## config.mk

```make
export PLATFORM = sky130hd
export DESIGN_NAME = rgb_seq_ctrl
export DESIGN_NICKNAME = d
export VERILOG_FILES = /design/src/rtl/rgb_seq_ctrl_pkg.sv /design/src/rtl/rgb_seq_ctrl_pwm3.sv /design/src/rtl/rgb_seq_ctrl.sv
export SDC_FILE = /design/constraint.sdc
export NUM_CORES = 1
export LEC_CHECK = 0
export ABC_CLOCK_PERIOD_IN_PS = 12410
export BUFFER_PORTS_ARGS = -buffer_cell sky130_fd_sc_hd__clkbuf_2
export CAP_MARGIN = 15
export CELL_PAD_IN_SITES_DETAIL_PLACEMENT = 1
export CELL_PAD_IN_SITES_GLOBAL_PLACEMENT = 1
export CORE_ASPECT_RATIO = 0.6
export CORE_UTILIZATION = 55
export DETAILED_ROUTE_END_ITERATION = 12
export PLACE_DENSITY_LB_ADDON = 0.1
export SETUP_SLACK_MARGIN = 0.2
export SYNTH_ARGS = -nofsm -noshare
export SYNTH_HDL_FRONTEND = slang
export SYNTH_SLANG_ARGS = --single-unit
```

## constraint.sdc

```tcl
create_clock -name clk100mhz -period 12.41 [get_ports clk100mhz]
set_clock_uncertainty 0.15 [all_clocks]
set_input_delay 2.482 -clock clk100mhz [delete_from_list [all_inputs] [get_ports clk100mhz]]
set_output_delay 2.482 -clock clk100mhz [all_outputs]
set_load 0.05 [all_outputs]
```

## src/rtl/rgb_seq_ctrl_pkg.sv

```systemverilog
// Shared types and default widths for the RGB LED sequencer.
// Used by rgb_seq_ctrl (top) and rgb_pwm3 (PWM back end).
package rgb_seq_pkg;

    // Default widths; the top-level parameters start from these values.
    localparam int DEF_DUTY_W = 8;
    localparam int DEF_HOLD_W = 16;

    // Sequencer states: idle, holding a colour, crossfading to the next one.
    typedef enum logic [1:0] {
        IDLE = 2'd0,
        HOLD = 2'd1,
        FADE = 2'd2
    } seq_state_t;

    // One playlist entry at the default widths.
    typedef struct packed {
        logic [DEF_DUTY_W-1:0] red;
        logic [DEF_DUTY_W-1:0] green;
        logic [DEF_DUTY_W-1:0] blue;
        logic [DEF_HOLD_W-1:0] hold;
    } rgb_entry_t;

endpackage

```

## src/rtl/rgb_seq_ctrl_pwm3.sv

```systemverilog
// Three-channel PWM generator for the RGB LED pins.
// One free-running counter (0 .. 2^DUTY_W-2) shared by three compares,
// so full-scale duty gives a constant 1 and zero duty a constant 0.
// Optional build macro RGB_SEQ_GAMMA_EN inserts a registered gamma stage
// g = (d*d + d) >> DUTY_W ahead of the compares (colour-to-pin latency 2
// instead of 1).
module rgb_pwm3
    import rgb_seq_pkg::*;
#(
    parameter int DUTY_W = DEF_DUTY_W
) (
    input  logic                   clk,
    input  logic                   rst,     // synchronous, active low
    input  logic [2:0][DUTY_W-1:0] duty,    // [2]=red [1]=green [0]=blue
    output logic [2:0]             pin
);

    // Last counter value; the period is 2^DUTY_W-1 so duty = all-ones is always on.
    localparam logic [DUTY_W-1:0] CNT_LAST = DUTY_W'((1 << DUTY_W) - 2);

    logic [DUTY_W-1:0] cnt_reg;

    // Free-running PWM counter shared by all three channels.
    always_ff @(posedge clk) begin
        if (!rst) begin
            cnt_reg <= '0;
        end else if (cnt_reg == CNT_LAST) begin
            cnt_reg <= '0;
        end else begin
            cnt_reg <= cnt_reg + 1'b1;
        end
    end

    generate
        for (genvar gi = 0; gi < 3; gi++) begin : g_ch
            logic [DUTY_W-1:0] eff_duty;
            logic              pin_reg;

`ifdef RGB_SEQ_GAMMA_EN
            logic [2*DUTY_W-1:0] d_ext;
            logic [DUTY_W-1:0]   gamma_reg;

            assign d_ext = {{DUTY_W{1'b0}}, duty[gi]};

            // Gamma approximation; d*d+d never exceeds 2*DUTY_W bits.
            always_ff @(posedge clk) begin
                if (!rst) begin
                    gamma_reg <= '0;
                end else begin
                    gamma_reg <= DUTY_W'((d_ext * d_ext + d_ext) >> DUTY_W);
                end
            end

            assign eff_duty = gamma_reg;
`else
            assign eff_duty = duty[gi];
`endif

            // Registered compare drives the pin glitch-free.
            always_ff @(posedge clk) begin
                if (!rst) begin
                    pin_reg <= 1'b0;
                end else begin
                    pin_reg <= (cnt_reg < eff_duty);
                end
            end

            assign pin[gi] = pin_reg;
        end
    endgenerate

endmodule

```

## src/rtl/rgb_seq_ctrl.sv

```systemverilog
// RGB LED colour sequencer.
// Holds a small playlist (colour + hold time per entry) written through a
// valid/ready port while idle, then cycles through the first seq_len entries:
// hold each colour for (hold+1) step ticks, then fade linearly, one LSB per
// tick per channel, to the next entry. Pins are driven through rgb_pwm3.
// Optional build macro RGB_SEQ_GAMMA_EN enables the gamma stage in rgb_pwm3.
module rgb_seq_ctrl
    import rgb_seq_pkg::*;
#(
    parameter  int CLK_HZ      = 100000000,
    parameter  int STEP_HZ     = 1000,
    parameter  int NUM_ENTRIES = 8,
    parameter  int DUTY_W      = DEF_DUTY_W,
    parameter  int HOLD_W      = DEF_HOLD_W,
    localparam int AW          = $clog2(NUM_ENTRIES)
) (
    input  logic              clk100mhz,
    input  logic              rst,          // synchronous, active low
    input  logic              cfg_valid,
    output logic              cfg_ready,
    input  logic [AW-1:0]     cfg_addr,
    input  logic [DUTY_W-1:0] cfg_red,
    input  logic [DUTY_W-1:0] cfg_green,
    input  logic [DUTY_W-1:0] cfg_blue,
    input  logic [HOLD_W-1:0] cfg_hold,
    input  logic [AW:0]       seq_len,
    input  logic              start,
    input  logic              stop,
    output logic              busy,
    output logic [AW-1:0]     cur_idx,
    output logic              RGB1_Red,
    output logic              RGB1_Green,
    output logic              RGB1_Blue
);

    localparam int            DIV        = CLK_HZ / STEP_HZ;
    localparam int            PW         = (DIV > 1) ? $clog2(DIV) : 1;
    localparam logic [PW-1:0] PRESC_LAST = PW'(DIV - 1);
    localparam logic [AW:0]   MAX_LEN    = (AW + 1)'(NUM_ENTRIES);

    typedef struct packed {
        logic [DUTY_W-1:0] red;
        logic [DUTY_W-1:0] green;
        logic [DUTY_W-1:0] blue;
        logic [HOLD_W-1:0] hold;
    } entry_t;

    // Playlist storage (not reset).
    entry_t ram [NUM_ENTRIES];

    seq_state_t             state_reg;
    logic [AW-1:0]          cur_idx_reg;
    logic [AW:0]            len_reg;
    logic [HOLD_W-1:0]      hold_cnt_reg;
    logic [2:0][DUTY_W-1:0] col_reg;        // current colour, [2]=red
    logic [2:0][DUTY_W-1:0] tgt_reg;        // fade target colour
    logic [PW-1:0]          presc_reg;

    logic                   tick;
    logic                   start_ok;
    logic [AW-1:0]          nxt_idx;
    logic [AW-1:0]          rd_addr;
    entry_t                 rd_entry;
    logic [2:0][DUTY_W-1:0] rd_col;
    logic [2:0][DUTY_W-1:0] col_step;
    logic [2:0]             ch_done;
    logic [2:0]             pin;

    // ------------------------------------------------------------------
    // Playlist write/read
    // ------------------------------------------------------------------

    // Accept playlist writes only while idle.
    always_ff @(posedge clk100mhz) begin
        if (cfg_valid && cfg_ready) begin
            ram[cfg_addr] <= {cfg_red, cfg_green, cfg_blue, cfg_hold};
        end
    end

    // Successor entry wraps after the last active one. In FADE cur_idx has
    // not moved yet, so the same value addresses the fade target.
    assign nxt_idx = ({1'b0, cur_idx_reg} == (len_reg - 1'b1)) ? '0 : cur_idx_reg + 1'b1;

    // A single read port: entry 0 for a start, otherwise the successor.
    assign rd_addr  = (state_reg == IDLE) ? '0 : nxt_idx;
    assign rd_entry = ram[rd_addr];
    assign rd_col   = {rd_entry.red, rd_entry.green, rd_entry.blue};

    assign start_ok = start && (seq_len != '0) && (seq_len <= MAX_LEN);

    // ------------------------------------------------------------------
    // Step tick prescaler
    // ------------------------------------------------------------------

    // Count clocks between step ticks; parked at zero while idle.
    always_ff @(posedge clk100mhz) begin
        if (!rst || stop || state_reg == IDLE) begin
            presc_reg <= '0;
        end else if (presc_reg == PRESC_LAST) begin
            presc_reg <= '0;
        end else begin
            presc_reg <= presc_reg + 1'b1;
        end
    end

    assign tick = (state_reg != IDLE) && (presc_reg == PRESC_LAST);

    // ------------------------------------------------------------------
    // Per-channel fade step
    // ------------------------------------------------------------------
    generate
        for (genvar gi = 0; gi < 3; gi++) begin : g_fade
            assign ch_done[gi]  = (col_reg[gi] == tgt_reg[gi]);
            assign col_step[gi] = (col_reg[gi] < tgt_reg[gi]) ? col_reg[gi] + 1'b1 :
                                  (col_reg[gi] > tgt_reg[gi]) ? col_reg[gi] - 1'b1 :
                                                                col_reg[gi];
        end
    endgenerate

    // ------------------------------------------------------------------
    // Sequencer FSM
    // ------------------------------------------------------------------

    // Sequencer: stop beats everything, then start / hold countdown / fade.
    always_ff @(posedge clk100mhz) begin
        if (!rst) begin
            state_reg    <= IDLE;
            cur_idx_reg  <= '0;
            len_reg      <= '0;
            hold_cnt_reg <= '0;
            col_reg      <= '0;
            tgt_reg      <= '0;
        end else if (stop) begin
            state_reg   <= IDLE;
            cur_idx_reg <= '0;
            col_reg     <= '0;
        end else begin
            case (state_reg)
                IDLE: begin
                    if (start_ok) begin
                        len_reg      <= seq_len;
                        cur_idx_reg  <= '0;
                        col_reg      <= rd_col;
                        hold_cnt_reg <= rd_entry.hold;
                        state_reg    <= HOLD;
                    end
                end
                HOLD: begin
                    if (tick) begin
                        if (hold_cnt_reg == '0) begin
                            tgt_reg   <= rd_col;
                            state_reg <= FADE;
                        end else begin
                            hold_cnt_reg <= hold_cnt_reg - 1'b1;
                        end
                    end
                end
                FADE: begin
                    if (tick) begin
                        if (&ch_done) begin
                            cur_idx_reg  <= nxt_idx;
                            hold_cnt_reg <= rd_entry.hold;
                            state_reg    <= HOLD;
                        end else begin
                            col_reg <= col_step;
                        end
                    end
                end
                default: begin
                    state_reg <= IDLE;
                end
            endcase
        end
    end

    assign busy      = (state_reg != IDLE);
    assign cfg_ready = (state_reg == IDLE);
    assign cur_idx   = cur_idx_reg;

    // ------------------------------------------------------------------
    // PWM back end
    // ------------------------------------------------------------------
    rgb_pwm3 #(
        .DUTY_W (DUTY_W)
    ) u_pwm (
        .clk  (clk100mhz),
        .rst  (rst),
        .duty (col_reg),
        .pin  (pin)
    );

    assign RGB1_Red   = pin[2];
    assign RGB1_Green = pin[1];
    assign RGB1_Blue  = pin[0];

endmodule

```

After elaboration in Yosys (flattened, before gate mapping)
Memory sizes are Yosys's and may differ from the RTL's.
Index checks and enable logic that the tools add are counted.
Widths: inputs -> output; s select.
{"block": "totals", "reg_bits": 101, "word_cells": 112, "n_memories": 1, "output_inout_bits": 8, "input_bits": 52, "mem_bits_rw": 320}
{"block": "op_classes", "n_lt_le_gt_ge": 10, "bitwise": 2, "n_eq_ne": 18, "addsub": 11, "mux": 30, "n_reduce_logical": 25}
{"name": "ram", "depth": 8, "word_bits": 40, "read_ports": 1, "rd_ports_with_merged_regs": 0, "wr": 1, "line": "rgb_seq_ctrl.sv:49", "text": "entry_t ram [NUM_ENTRIES];"}
{"op": "$mux 16", "n": 5}
{"op": "$mux 24", "n": 3}
{"op": "$lt 8x8->1", "n": 6}
{"op": "$mux 8", "n": 6}
{"op": "$pmux 16 s3", "n": 1}
{"op": "$pmux 24 s2", "n": 1}
{"op": "$add 8x1->8 const B", "n": 4}
{"op": "$eq 8x8->1", "n": 3}
{"op": "$gt 8x8->1", "n": 3}
{"op": "$sub 8x1->8 const B", "n": 3}
{"op": "$reduce_and 5->1", "n": 4}
{"op": "$add 17x1->17 const B", "n": 1}
{"op": "$eq 17x17->1 const B", "n": 1}
{"op": "$logic_not 16->1", "n": 1}
{"op": "$sub 16x1->16 const B", "n": 1}
{"op": "$mux 3", "n": 5}
{"op": "$ne 2x2->1 const B", "n": 6}
{"op": "$mux 2", "n": 5}
{"op": "$ne 3x3->1 const B", "n": 3}
{"op": "$eq 8x8->1 const B", "n": 1}
{"op": "$reduce_and 4->1", "n": 2}
{"op": "$reduce_and 7->1", "n": 1}
{"op": "$pmux 2 s3", "n": 1}
{"op": "$pmux 3 s2", "n": 1}
{"op": "other kinds (18)", "n": 28}

Longest topological paths before layout
Gate-level depths: netlist (run 1).
An unclocked memory read counts as a cell.
{"block": "logic_depth", "word_depth": 8, "mapped_depth": 16, "ltp_nobuf": 16}

Hierarchy
Synthesis (run 1) repeated with hierarchy kept, for this count alone.
{"block": "hier_totals", "hier_cells": 1571, "area_unflattened_um2": 18933.2}
{"mod": "rgb_seq_ctrl", "cells_per_inst": 1459, "area_per_inst_um2": 17918.4, "seq_area_each_um2": 11410.9, "instances": 1}
{"mod": "rgb_pwm3", "cells_per_inst": 112, "area_per_inst_um2": 1014.7, "seq_area_each_um2": 220.2, "instances": 1}

Worst setup path after synthesis (run 1)
Ideal clock, no wire load.
{"block": "synth_path", "kind": "input -> register", "from": "input cfg_addr[0]", "to": "memory ram[0][0] (netlist name), enable pin", "arrival_ns": 5.438, "path_slack_ns": 6.335, "path_buffers": 0, "setup_ns": 0.487, "cell_stages": 2, "required_ns": 11.773, "cell_sequence": "nand3b_1 > nor3_1"}
{"element": "start, declared", "line": "rgb_seq_ctrl.sv:21", "text": "input logic [AW-1:0] cfg_addr,"}
{"element": "end, declared", "line": "rgb_seq_ctrl.sv:49"}
No word-level cell before the write port.

Worst setup path in the final report (run 1)
{"block": "layout_path", "from": "input seq_len[0]", "to": "register hold_cnt_reg[3]"}
{"block": "layout_via", "elab_chain_cells": 5, "word_cells_on_any_way": 6, "classes_between": "order compare: 1; eq/ne: 1; reduce/logical: 4"}
{"element": "start, declared", "line": "rgb_seq_ctrl.sv:26", "text": "input logic [AW:0] seq_len,"}
{"element": "branches (longest 2 deep; another with $le 4x4->1)"}
{"element": "$logic_and 1x1->1 (*)", "line": "rgb_seq_ctrl.sv:89", "text": "assign start_ok = start && (seq_len != '0) && (seq_len <= MAX_LEN);"}
{"element": "$ne 2x1->1 (no line) (*)"}
{"element": "$reduce_and 7->1 (no line) (*)"}
{"element": "end signal, assigned", "line": "rgb_seq_ctrl.sv:144", "text": "hold_cnt_reg <= rd_entry.hold;"}
{"element": "end signal, assigned", "line": "rgb_seq_ctrl.sv:154", "text": "hold_cnt_reg <= hold_cnt_reg - 1'b1;"}
{"element": "end signal, assigned", "line": "rgb_seq_ctrl.sv:162", "text": "hold_cnt_reg <= rd_entry.hold;"}
{"element": "end, declared", "line": "rgb_seq_ctrl.sv:54", "text": "logic [HOLD_W-1:0] hold_cnt_reg;"}
Every way passes the cells marked *.
A chain may end at the register's enable or synchronous reset.

==> results of run 1 <==
[cells by family (layout without fill, tap and decap cells)]
kind of cell,Yosys count,count (layout)
compound gates,375,375
xor+xnor,42,42
fa+ha+maj,73,73
buf+inv,139,226
flops,421,421
mux,39,39
other cells,0,4
simple gates,465,465
[critical path, stage by stage]
cell	delay, ns
sky130_fd_sc_hd__clkbuf_2	0.10
sky130_fd_sc_hd__nor3_1	0.25
sky130_fd_sc_hd__xnor2_1	0.14
sky130_fd_sc_hd__and3_1	0.40
sky130_fd_sc_hd__a31oi_2	0.19
sky130_fd_sc_hd__a21oi_4	0.57
sky130_fd_sc_hd__nand2_1	0.19
sky130_fd_sc_hd__nor3_1	0.40
sky130_fd_sc_hd__nor3_1	0.12
[report_power, final]
part / internal [W] / leakage, nW / total (W) / switching (W)
Clock: 0.000642 / 0.602 / 0.00119 / 0.000552
Combinational: 0.0000709 / 2.75 / 0.000229 / 0.000158
Sequential: 0.00154 / 3.72 / 0.00156 / 0.0000163
[routing by layer]
layer | up-vias | wire length [µm] | global-route usage (%)
li1 | 5981 | - | -
met1 | 6939 | 25500 | 49.0
met2 | 681 | 25200 | 50.9
met3 | 103 | 6260 | 9.73
met4 | 2 | 1240 | 10.4
met5 | - | 13 | 0
[synthesized netlist by cell type (18+ instances only)]
cell / number / share of area (%)
sky130_fd_sc_hd__a21o_1: 19 / 0.77
sky130_fd_sc_hd__a21oi_1: 75 / 2.0
sky130_fd_sc_hd__a31oi_1: 31 / 1.0
sky130_fd_sc_hd__buf_2: 32 / 0.86
sky130_fd_sc_hd__clkbuf_1: 38 / 0.77
sky130_fd_sc_hd__dfxtp_1: 101 / 11
sky130_fd_sc_hd__edfxtp_1: 320 / 52
sky130_fd_sc_hd__ha_1: 70 / 4.7
sky130_fd_sc_hd__inv_1: 62 / 1.2
sky130_fd_sc_hd__mux2i_1: 29 / 1.6
sky130_fd_sc_hd__nand2_1: 157 / 3.2
sky130_fd_sc_hd__nand3_1: 71 / 1.9
sky130_fd_sc_hd__nor2_1: 85 / 1.7
sky130_fd_sc_hd__nor2b_1: 19 / 0.64
sky130_fd_sc_hd__nor3_1: 41 / 1.1
sky130_fd_sc_hd__o21ai_0: 64 / 1.7
sky130_fd_sc_hd__o22ai_1: 65 / 2.2
sky130_fd_sc_hd__xnor2_1: 24 / 1.1
sky130_fd_sc_hd__xor2_1: 18 / 0.85
[how the worst min path moves through the flow]
stage | from | endpoint | slack (ns) | cells after the start
2_1_floorplan | presc_reg[0] | presc_reg[0] | 0.28 | 1
3_3_place_gp | presc_reg[0] | presc_reg[0] | 0.29 | 1
3_5_place_dp | presc_reg[0] | presc_reg[0] | 0.30 | 1
4_1_cts | presc_reg[0] | presc_reg[0] | 0.32 | 1
5_1_grt | tgt_reg[3] | tgt_reg[3] | 0.34 | 2
6_report | presc_reg[0] | presc_reg[0] | 0.31 | 1
[through the flow]
stage | cells | hold WS (ns) | power (W)
4_1_cts | 2091 | 0.315 | 0.00298
5_1_grt | 2093 | 0.339 | 0.00306
3_3_place_gp | 2018 | 0.290 | 0.00180
2_1_floorplan | 1554 | 0.276 | 0.00172
3_5_place_dp | 2018 | 0.301 | 0.00181
6_report | 2095 | 0.306 | 0.00298
[cell type report]
class | instances | area [µm²] | area share [%]
Sequential cell | 421 | 11600 | 56.1
Multi-Input combinational cell | 994 | 6540 | 31.5
Clock buffer | 54 | 1080 | 5.23
Tap cell | 450 | 563 | 2.72
Timing Repair Buffer | 90 | 528 | 2.55
Inverter | 63 | 239 | 1.15
Clock inverter | 19 | 143 | 0.688
Antenna cell | 4 | 10.0 | 0.0483
==> results.yml, run 1 <==
outcome:
  run_status: "finished, final reports clean"
global_route:
  grt_first_pass_wirelength_um: 86500
  maximum_number_of_pins_on_one_net_before_global_route_repair: 58
  globalRouteOverflowTotal: 0
  grt_antenna_before_repair: 4
  grt_pass1_vias: 13989
  grt_use_total_pct: 34.3
detailed_routing:
  via_count: 13706
  post-route-drc-count: 0
  initialDrtViolationCount: 1568
  ant_nets: 0
  vias_cell: 6.54
  routed_wire_length_per_instance_um: 27.7
  wirelength_um: 58100
  drt-pass1-iter-count: 5
sta:
  fmax_mhz: 218
  setup_total_negative_slack_ns: 0
  tightest_slew_ns: 1.20
  finalCriticalPeriod_ns: 4.59
  max_slew_margin_pct: 20.2
  finalHoldViolCount: 0
  slew_violations: 0
  final-setup-viol-count: 0
  post-route-worst-setup-slack_ns: 7.82
  rsz0062_at_grt: "false"
  finalCritPeriodShare_pct: 37.0
clock_tree:
  cts_hold_buf: 0
  cts-htree-levels: 2
  cts.clk_slew.worst_paths_ns: 0.06
  postCtsSetupBuffers: 0
  total_clock_buffers_created_by_cts: 40
  post_cts_resize_count: 0
  ctsLongestPathBuffers: 3
  cts_tree: "yes"
  worst_skew_pair.late_latency_ns: 0.57
  clock_sink_count: 421
  cts_root_buffer: "sky130_fd_sc_hd__clkbuf_16"
die:
  chipHeight_um: 145
  initial_core_util_pct: 56.7
  pin_count: 60
  num_rows: 51
  die_area_um2: 34700
  die_width_um: 240
  core_area_um2: 32900
worst_setup_path:
  crit_path_start: "seq_len[0]"
  r2r_setup_slack_ns: 8.02
  ff2ff_path_depth: 10
  worstReg2RegEnd: "col_reg[17]"
  timing.critical_path.from_type: "input port"
  timing.critical_path.arrival_ns: 4.86
  crit_end: "hold_cnt_reg[3]"
  critical_path_peak_fanout: 19
  worst-endpoint-required_ns: 12.68
  endpoint_kind: "flip-flop"
  path_class: "in2reg"
  r2r-start: "cur_idx[1]"
yosys:
  ys_ff_latch: 421
  yosysSeqAreaShare_pct: 62.4
  synth-simple-area-share_pct: 12.2
  synth-async-reset-ratio_pct: 0
  synth_cell_types: 81
  cells_after_synth: 1554
  synthAdderAreaFrac_pct: 5.02
  synth_top_family_by_area: "compound AO/OA/AOI/OAI gates"
  synth.mux.area_fraction_pct: 2.16
  synth_enable_flop_cells: 320
  synth_nets: 1679
  post_synthesis_compound_gate_area_fraction_pct: 13.2
  synthesis.yosys.warnings: 0
  synth.cell_area_um2: 18600
  synth_area_per_cell_um2: 12.0
  post_synth_xor_area_fraction_pct: 1.97
  synth-main-ff-cell: "sky130_fd_sc_hd__edfxtp_1"
place:
  preCtsSetupSlack_ns: 7.30
  placement.io_buffers: 59
  place_area_um2: 19500
  place.detailed.hpwl_um: 37200
  gp_congestion: 0.908
layout:
  stdcell_area_um2: 20700
  max_ffs_per_register: 320
  layout.filler_cells: 3298
  layout-drive-gt1-share_pct: 11.6
  syn_to_final_growth_pct: 11.3
  layout.core_utilization_pct: 63.1
  design.final.nets: 1735
  mostFrequentLayoutCell: "sky130_fd_sc_hd__edfxtp_1"
  final_cell_mix: "sky130_fd_sc_hd__edfxtp_1 (320), sky130_fd_sc_hd__nand2_1 (157), sky130_fd_sc_hd__dfxtp_1 (101)"
power_and_ir_drop:
  p_leak_nw: 7.08
  cellPowerDensity_nw_per_um2: 144
  power.ir.vdd_worst_uv: 131
run:
  cap_viol_max_count: 0
worst_hold_path:
  timing.hold.worst.class: "reg2reg"
(Power assumes the default switching activity.)
==> run 2, diff against run 1 <==
ABC_CLOCK_PERIOD_IN_PS = 3700   (was 12410)
CORE_UTILIZATION = 46   (was 55)
clock period = 3.7 ns   (was 12.41 ns; I/O delays follow)
==> run 2 against run 1 <==
  * Combinational power rose to 3.6 times the previous value
  * Sequential share of layout area fell by 2.2 points
  * Die area rose by 19%
  * Total power rose to 3.4 times the previous value
  * First-iteration DRC count fell by 25%
  * Clock power rose to 3.5 times the previous value
  * Cell area rose by 4.1%
  * Clock-buffer cell count did not move
  * Register-to-register slack got worse by 7.7 ns
  * Worst setup slack got worse by 7.5 ns
  * Routed wire length fell by 3.3%
  * Flip-flop and latch count did not move
  * Critical path type is now reg2reg
  * Critical endpoint is now col_reg[17]
  * Largest cell class unchanged
==> results.yml, run 2 (synthesized netlist as in run 1, its figures left out) <==
die:
  num_rows: 56
  pin_count: 60
  core_area_um2: 39500
  die_width_um: 262
  initial_core_util_pct: 47.2
  die_area_um2: 41400
  chipHeight_um: 158
sta:
  rsz0062_at_grt: "true"
  max_slew_margin_pct: 36.3
  fmax_mhz: 298
  finalCritPeriodShare_pct: 90.7
  slew_violations: 0
  finalHoldViolCount: 0
  setup_total_negative_slack_ns: 0
  final-setup-viol-count: 0
  finalCriticalPeriod_ns: 3.35
  tightest_slew_ns: 0.954
clock_tree:
  cts.clk_slew.worst_paths_ns: 0.06
  clock_sink_count: 421
  worst_skew_pair.late_latency_ns: 0.57
  cts_root_buffer: "sky130_fd_sc_hd__clkbuf_16"
  total_clock_buffers_created_by_cts: 41
  cts-htree-levels: 2
  cts_tree: "yes"
  cts_hold_buf: 0
  ctsLongestPathBuffers: 3
global_route:
  grt_use_total_pct: 27.7
  globalRouteOverflowTotal: 0
  grt_first_pass_wirelength_um: 84200
  maximum_number_of_pins_on_one_net_before_global_route_repair: 49
  grt_antenna_before_repair: 1
  grt_pass1_vias: 13391
power_and_ir_drop:
  cellPowerDensity_nw_per_um2: 472
  power.ir.vdd_worst_uv: 444
  p_leak_nw: 7.48
layout:
  layout.core_utilization_pct: 54.6
  layout.filler_cells: 4063
  layout-drive-gt1-share_pct: 15.8
  mostFrequentLayoutCell: "sky130_fd_sc_hd__edfxtp_1"
  syn_to_final_growth_pct: 15.8
  total_area_of_multi_input_combinational_cells_um2: 6610
  regArea_um2: 11600
  n_antenna_cell: 0
  final_cell_mix: "sky130_fd_sc_hd__edfxtp_1 (320), sky130_fd_sc_hd__nand2_1 (157), sky130_fd_sc_hd__dfxtp_1 (98)"
  max_ffs_per_register: 320
  design.final.nets: 1798
worst_setup_path:
  cp_slowest_cell: "sky130_fd_sc_hd__a21boi_4"
  ff2ff_path_depth: 12
  timing.critical_path.arrival_ns: 3.71
  critical_path.cell_chain: "inv_1, ha_1, xnor2_1, o31ai_4, a21boi_4, buf_4, buf_4, nand2_1, nand3_1, nand3_1, or2_0, nand3_1"
  cp.buffers_inverters: 3
  cp_num_cells: 12
  timing.critical_path.mode_cell: "sky130_fd_sc_hd__nand3_1"
  timing.critical_path.from_type: "flip-flop"
  endpoint_kind: "flip-flop"
  worst-endpoint-required_ns: 4.06
  worst_path_dominant_cell_family: "simple AND/OR/NAND/NOR gates"
  critical_path_peak_fanout: 16
  largest_stage_delay_worst_path_ns: 0.44
  path_class: "reg2reg"
place:
  gp_congestion: 0.865
  placement.io_buffers: 59
  place.detailed.hpwl_um: 37800
detailed_routing:
  ant_nets: 0
  post-route-drc-count: 0
  via_count: 13379
  initialDrtViolationCount: 1181
  wirelength_um: 56200
  vias_cell: 6.00
  routed_wire_length_per_instance_um: 25.2
  drt-pass1-iter-count: 5
worst_hold_path:
  timing.hold.worst.class: "in2reg"
  min_path_cells: 1
run:
  cap_viol_max_count: 0
outcome:
  run_status: "finished, final reports clean"
## run 2: repair_timing
| action | in CTS | in global routing |
|---|---|---|
| endpoints found under the setup margin | 5 | 15 |
| gates resized for setup | 6 | 16 |
| setup buffers | 0 | 12 |
| pin swaps | 0 | 9 |
## run 2: final timing paths
check               start            to  slack (ns)
max            len_reg[0]   col_reg[17]        0.35
min          cfg_hold[12]    ram[3][12]        0.31
max reg2reg    len_reg[0]   col_reg[17]        0.35
min reg2reg  presc_reg[0]  presc_reg[0]        0.32
## run 2: metrics by stage
step / area [µm²] / setup WS (ns) / hold WS (ns) / total power (W) / std cells
after global placement: 20100 / 0.195 / 0.290 / 0.00608 / 2140
after detailed placement: 20100 / 0.0491 / 0.311 / 0.00611 / 2140
after global routing: 21600 / 0.146 / 0.309 / 0.0105 / 2228
after floorplan: 18600 / 0.135 / 0.276 / 0.00578 / 1554
final: 21600 / 0.345 / 0.313 / 0.0102 / 2228
after CTS: 21400 / 0.224 / 0.284 / 0.0102 / 2216
## run 2: area by class of cell
| cell class | count | share of cell area, % |
|---|---|---|
| multi-input cells | 994 | 30.6 |
| flip-flops and latches | 421 | 53.9 |
| well taps | 522 | 3.03 |
| clock inverters | 22 | 0.939 |
| inverters | 63 | 1.11 |
| clock buffers | 54 | 5.08 |
| repair buffers | 152 | 5.30 |
## run 2: routing by layer
layer | global-route usage, % | vias up | part of all wire, %
met3 | 7.51 | 58 | 9.2
met4 | 5.37 | 0 | 1.2
met2 | 38.1 | 458 | 40
met5 | 0 | - | 0
li1 | - | 6105 | -
met1 | 43.1 | 6758 | 49
## run 2: where the power goes
group	leakage (nW)	switching, W	internal [W]
Sequential	3.72	0.0000474	0.00518
Combinational	3.13	0.000537	0.000281
Clock	0.626	0.00183	0.00231
